File: config.mk
export PLATFORM = sky130hd
export DESIGN_NAME = foo_rr_arbiter
export DESIGN_NICKNAME = d
export VERILOG_FILES = /design/src/rtl/foo_arb_pkg.sv /design/src/rtl/foo_tag_fifo.sv /design/src/rtl/foo_rr_arbiter.sv
export SDC_FILE = /design/constraint.sdc
export NUM_CORES = 1
export LEC_CHECK = 0
export BUFFER_PORTS_ARGS = -buffer_cell sky130_fd_sc_hd__buf_2
export CORE_MARGIN = 1.5
export CORE_UTILIZATION = 55
export CTS_CLUSTER_SIZE = 8
export DETAILED_ROUTE_END_ITERATION = 6
export PLACE_DENSITY = 0.87
export SYNTH_ARGS = -nofsm -noshare
export SYNTH_HDL_FRONTEND = slang
export SYNTH_SLANG_ARGS = --single-unit
export TNS_END_PERCENT = 30
File: constraint.sdc
create_clock -name CLK -period 5 [get_ports CLK]
set_input_delay 1 -clock CLK [delete_from_list [all_inputs] [get_ports CLK]]
set_output_delay 1 -clock CLK [all_outputs]
set_load 0.01 [all_outputs]
File: src/rtl/foo_arb_pkg.sv
// rtl/foo_arb_pkg.sv - shared constants and types for the foo_RTL round-robin arbiter
package foo_arb_pkg;

   localparam int FOO_W     = 4;
   localparam int FOO_N     = 3;
   localparam int FOO_DEPTH = 4;

   typedef logic [$clog2(FOO_N)-1:0] foo_tag_t;

   typedef struct packed {
      logic [FOO_W-1:0] in1;
      logic [FOO_W-1:0] in2;
   } foo_op_t;

endpackage

File: src/rtl/foo_tag_fifo.sv
// rtl/foo_tag_fifo.sv - in-order FIFO of requester tags for operations in flight
module foo_tag_fifo
   import foo_arb_pkg::*;
#(
   parameter int DEPTH = FOO_DEPTH,
   parameter int TW    = $bits(foo_tag_t)
) (
   input  logic                     CLK,
   input  logic                     ASYNCRESETN,
   input  logic                     push,
   input  logic [TW-1:0]            push_tag,
   input  logic                     pop,
   output logic [TW-1:0]            pop_tag,
   output logic                     full,
   output logic                     empty,
   output logic [$clog2(DEPTH):0]   count
);

   localparam int AW = $clog2(DEPTH);

   logic [TW-1:0] mem [DEPTH];
   logic [AW-1:0] wr_ptr;
   logic [AW-1:0] rd_ptr;
   logic          do_push;
   logic          do_pop;

   // Guard against overflow/underflow even if the caller forgets to
   assign do_push = push && !full;
   assign do_pop  = pop && !empty;
   assign full    = (count == (AW+1)'(DEPTH));
   assign empty   = (count == '0);
   assign pop_tag = mem[rd_ptr];

   // Tag storage needs no reset; only the pointers define validity
   always_ff @(posedge CLK) begin
      if (do_push) begin
         mem[wr_ptr] <= push_tag;
      end
   end

   // Pointers wrap naturally because DEPTH is a power of two
   always_ff @(posedge CLK or negedge ASYNCRESETN) begin
      if (!ASYNCRESETN) begin
         wr_ptr <= '0;
         rd_ptr <= '0;
         count  <= '0;
      end else begin
         if (do_push) wr_ptr <= wr_ptr + AW'(1);
         if (do_pop)  rd_ptr <= rd_ptr + AW'(1);
         if (do_push && !do_pop)      count <= count + (AW+1)'(1);
         else if (do_pop && !do_push) count <= count - (AW+1)'(1);
      end
   end

endmodule

File: src/rtl/foo_rr_arbiter.sv
// rtl/foo_rr_arbiter.sv - round-robin share of one foo_RTL among N requesters
module foo_rr_arbiter
   import foo_arb_pkg::*;
#(
   parameter  int N     = FOO_N,
   parameter  int W     = FOO_W,
   parameter  int DEPTH = FOO_DEPTH,
   localparam int TW    = $clog2(N),
   localparam int CW    = $clog2(DEPTH) + 1
) (
   input  logic            CLK,
   input  logic            ASYNCRESETN,
   input  logic [N-1:0]    req_valid,
   output logic [N-1:0]    req_ready,
   input  logic [N*W-1:0]  req_in1,
   input  logic [N*W-1:0]  req_in2,
   output logic            dn_valid,
   input  logic            dn_ready,
   output logic [W-1:0]    dn_in1,
   output logic [W-1:0]    dn_in2,
   output logic [TW-1:0]   dn_tag,
   input  logic            up_rsp_valid,
   input  logic            up_rsp_data,
   output logic [N-1:0]    rsp_valid,
   output logic [N-1:0]    rsp_data,
   output logic [CW-1:0]   inflight,
   output logic            err_unexp_rsp
);

   logic [TW-1:0] ptr;
   logic [N-1:0]  grant;
   logic [TW-1:0] gnt_idx;
   logic          found;
   logic [TW-1:0] cand;
   logic [W-1:0]  sel_in1;
   logic [W-1:0]  sel_in2;
   logic          load_ok;
   logic          accept;
   logic          fifo_full;
   logic          fifo_empty;
   logic          fifo_pop;
   logic [TW-1:0] head_tag;

   // A new op may load only when the stage is free or draining and a tag slot exists
   assign load_ok  = (!dn_valid || dn_ready) && !fifo_full;
   assign req_ready = grant & {N{load_ok && ASYNCRESETN}};
   assign accept   = |req_ready;
   assign fifo_pop = up_rsp_valid && !fifo_empty;

   // Round-robin search: first valid requester at or after ptr, wrapping mod N
   always_comb begin
      grant   = '0;
      gnt_idx = '0;
      found   = 1'b0;
      cand    = '0;
      for (int k = 0; k < N; k++) begin
         cand = TW'((int'(ptr) + k) % N);
         if (!found && req_valid[cand]) begin
            grant[cand] = 1'b1;
            gnt_idx     = cand;
            found       = 1'b1;
         end
      end
   end

   // Operand mux driven by the one-hot grant
   always_comb begin
      sel_in1 = '0;
      sel_in2 = '0;
      for (int k = 0; k < N; k++) begin
         if (grant[k]) begin
            sel_in1 = req_in1[k*W +: W];
            sel_in2 = req_in2[k*W +: W];
         end
      end
   end

   // Output stage: load on accept, hold while stalled, clear once drained
   always_ff @(posedge CLK or negedge ASYNCRESETN) begin
      if (!ASYNCRESETN) begin
         dn_valid <= 1'b0;
         dn_in1   <= '0;
         dn_in2   <= '0;
         dn_tag   <= '0;
         ptr      <= '0;
      end else if (accept) begin
         dn_valid <= 1'b1;
         dn_in1   <= sel_in1;
         dn_in2   <= sel_in2;
         dn_tag   <= gnt_idx;
         ptr      <= (gnt_idx == TW'(N-1)) ? '0 : gnt_idx + TW'(1);
      end else if (dn_valid && dn_ready) begin
         dn_valid <= 1'b0;
      end
   end

   // Route each result to the requester at the FIFO head; flag orphan responses
   always_ff @(posedge CLK or negedge ASYNCRESETN) begin
      if (!ASYNCRESETN) begin
         rsp_valid     <= '0;
         rsp_data      <= '0;
         err_unexp_rsp <= 1'b0;
      end else begin
         rsp_valid <= '0;
         rsp_data  <= '0;
         if (fifo_pop) begin
            rsp_valid[head_tag] <= 1'b1;
            rsp_data[head_tag]  <= up_rsp_data;
         end
         if (up_rsp_valid && fifo_empty) begin
            err_unexp_rsp <= 1'b1;
         end
      end
   end

   foo_tag_fifo #(
      .DEPTH (DEPTH),
      .TW    (TW)
   ) u_tag_fifo (
      .CLK         (CLK),
      .ASYNCRESETN (ASYNCRESETN),
      .push        (accept),
      .push_tag    (gnt_idx),
      .pop         (fifo_pop),
      .pop_tag     (head_tag),
      .full        (fifo_full),
      .empty       (fifo_empty),
      .count       (inflight)
   );

endmodule

==> impl_metrics.json <==
{
  "vias_per_cell": 5.60,
  "fin_area_sq_mm": 0.00246,
  "num_vias": 1585,
  "area_growth_pct": 19.0,
  "synth_xor_area_frac": 0.0291,
  "grt_remaining_overflow": 0,
  "hpwlAfterDp_um": 3230,
  "rsz0062_at_grt": "false",
  "ys_top_cells_by_count": "27 x dfrtp_1, 15 x inv_1, 9 x and2_1, 9 x ha_1, 9 x o21ai_0",
  "p_leak_nw": 1.12,
  "hold_viol": 0,
  "fin_crit_ns": 3.63,
  "cpPeakStageDelay_ns": 0.66,
  "drv_slew": 0,
  "synth_most_common_cell": "dfrtp_1",
  "hold_class": "reg2reg",
  "setup-violations-final": 0,
  "async_reset_ff_frac": 0.771,
  "nets": 276,
  "nFillCells": 303,
  "ys.flop_type": "dfrtp_1",
  "crit_path_top_delay_cell": "a32oi_2",
  "path_class": "reg2out",
  "n_antenna_cell": 0,
  "cp-end-kind": "output port",
  "clock_skew_ns": 0.00406,
  "cpLargestDelayFamily": "compound AO/OA/AOI/OAI gates",
  "synthesis.area_sq_mm": 0.00207,
  "clock_latency_ns": 0.29,
  "synth_cell_types": 49,
  "grt_pass1_wl_um": 6980,
  "place_area_sq_mm": 0.00237,
  "gp_congestion": 0.792,
  "cp_num_buf_inv": 2,
  "grt_max_degree": 28,
  "cts-root-buf": "clkbuf_8",
  "dieArea_sq_mm": 0.00413,
  "cts_resized": 0,
  "yosysSeqAreaShare": 0.443,
  "muxShareOfSynthArea": 0.0751,
  "yosysTopAreaCellShare": 0.327,
  "fin_crit_sh": 0.727,
  "clockBufferDepth": 2,
  "cts_buffers": 5,
  "cap_violations": 0,
  "core-area_sq_mm": 0.00363,
  "cts-htree-levels": 2,
  "drive_above_1_share": 0.353,
  "wl_um": 4250,
  "dpl.cell_count": 275,
  "yosys-top-cells-area": "dfrtp_1 33%, edfxtp_1 12%, ha_1 5.5%",
  "yosys_register_bits": 35,
  "grt_use_total": 0.222,
  "yosys.area_share.simple": 0.125,
  "synth_adder_area_share": 0.0642,
  "grt_pass1_vias": 1570,
  "die_h_um": 64.3,
  "placementRows": 22,
  "drt-initial-drc-count": 73,
  "cts.sinks": 35,
  "clk_pin_slew_worst_paths_ns": 0.06,
  "dr.pass1.iters": 4,
  "cts_tree": "yes",
  "drc": 0,
  "relSlewSlack": 0.406,
  "busiest_layer": "met2",
  "io_buffers": 55,
  "seq_area_sq_um": 916,
  "status": "finished clean",
  "synth_top_area_cell": "dfrtp_1",
  "path_cells": "inv_1 -> ha_1 -> nor3b_2 -> a32o_1 -> nand3b_1 -> a32oi_2 -> and2_1 -> buf_2",
  "io_pins": 56,
  "syn-num-nets": 219,
  "ant_nets": 0,
  "post_cts.repair.setup_buffers": 0,
  "synth_edf_count": 8,
  "worst_pin_slew_ns": 0.891,
  "instances_no_fill": 283,
  "die_x_um": 64.3,
  "wl_per_cell_um": 15.0,
  "syn_inst": 177,
  "multi_input_area_sq_mm": 0.00104,
  "worstPathArrival_ns": 2.63,
  "peakVddDrop_mv": 0.388,
  "antenna_found_initial": 0,
  "ys_warn_count": 0,
  "gr-usage-met3": 0.0581,
  "cts_hold_buffers": 0,
  "gr-usage-met1": 0.274,
  "fmax_ghz": 0.275,
  "fin_tns_setup_ns": 0,
  "synth_top_family_by_area": "compound AO/OA/AOI/OAI gates",
  "grt_util_met2": 0.362,
  "start_util": 0.569,
  "required_ns": 4.00,
  "synth.avg_cell_area_sq_um": 11.7,
  "synth_compound_area_frac": 0.213,
  "powerDensity_mw_per_mm2": 708,
  "path_max_fanout": 11,
  "critPathLaunchType": "register"
}
## power by group
group,leakage [nW],switching [mW],internal (mW)
Clock,0.0482,0.0969,0.111
Combinational,0.662,0.593,0.437
Sequential,0.409,0.0778,0.424
Total,1.12,0.768,0.971
## worst reg2reg max path, cell delays in order, from the launching register on
cell      delay [ns]
dfrtp_1         0.42
inv_1           0.09
ha_1            0.34
nor3b_2         0.26
a32o_1          0.15
nand3b_1        0.10
a32oi_2         0.66
o31ai_4         0.15
inv_4           0.25
ha_1            0.23
inv_1           0.06
fa_1            0.38
xor2_1          0.15
nor2_1          0.11
xor2_1          0.14
## area by class of cell
class	instances	area share
Sequential cell	35	0.373
Clock buffer	7	0.0351
Clock inverter	1	0.00204
Tap cell	48	0.0244
Multi-Input combinational cell	120	0.425
Inverter	16	0.0255
Timing Repair Buffer	56	0.115
## sequential cells by signal (all words and copies together), names as in the netlist
| name | count |
|---|---|
| u_tag_fifo.wr_ptr | 2 |
| dn_valid | 1 |
| u_tag_fifo.rd_ptr | 2 |
| err_unexp_rsp | 1 |
| dn_in1 | 4 |
| u_tag_fifo.count | 3 |
| ptr | 2 |
| dn_in2 | 4 |
| rsp_data | 3 |
| dn_tag | 2 |
| rsp_valid | 3 |
| u_tag_fifo.mem | 8 |
## path summary, 6_finish.rpt
path	start	depth (start not counted)	end	slack, ns
max in group asynchronous	ASYNCRESETN	2	dn_in1[0]	4.01
max reg2reg	ptr[1]	14	u_tag_fifo.count[2]	1.43
min	err_unexp_rsp	1	err_unexp_rsp	0.45
min reg2reg	err_unexp_rsp	1	err_unexp_rsp	0.45
max	ptr[1]	8	req_ready[0]	1.37
min in group asynchronous	ASYNCRESETN	2	u_tag_fifo.rd_ptr[1]	0.74
## routing by layer
| layer | up-vias | part of all wire |
|---|---|---|
| met5 | - | 0 |
| met4 | 0 | 0.020 |
| met3 | 9 | 0.040 |
| met2 | 41 | 0.50 |
| met1 | 770 | 0.44 |
| li1 | 765 | - |
## placed cells by master (no fill, tap or decap), types with 2 or more instances in the layout
cell and instances:
a21boi_0 8, a21o_1 3, a21oi_1 3, a311oi_1 8, a31oi_4 3, and2_1 9
and3_1 2, buf_2 55, clkbuf_8 6, dfrtp_1 27, edfxtp_1 8, ha_1 9
inv_1 15, mux2_4 5, mux4_2 2, nand2_1 7, nand2b_1 4, nand3b_1 2
nor2_1 8, nor2b_1 2, nor3_1 2, o21ai_0 9, o32ai_1 8, xnor2_1 2
xor2_1 3
## through the flow
step                total power [mW]  utilization  hold WS, ns  setup WS, ns
floorplan                       1.31            -        0.477          1.82
detailed placement              1.53        0.651        0.438          1.21
global placement                1.49        0.651        0.439          1.34
global route                    1.87        0.676        0.459          1.19
finish                          1.74        0.676        0.448          1.37
CTS                             1.74        0.676        0.452          1.40
## kinds of logic (layout without fill, tap and decap cells)
family          after synthesis  count (layout)
buf+inv                      22              80
xor+xnor                      6               6
compound gates               50              50
fa+ha+maj                    10              10
mux                          10              10
flops                        35              35
simple gates                 44              44
Power figures use the tool's default switching activity.
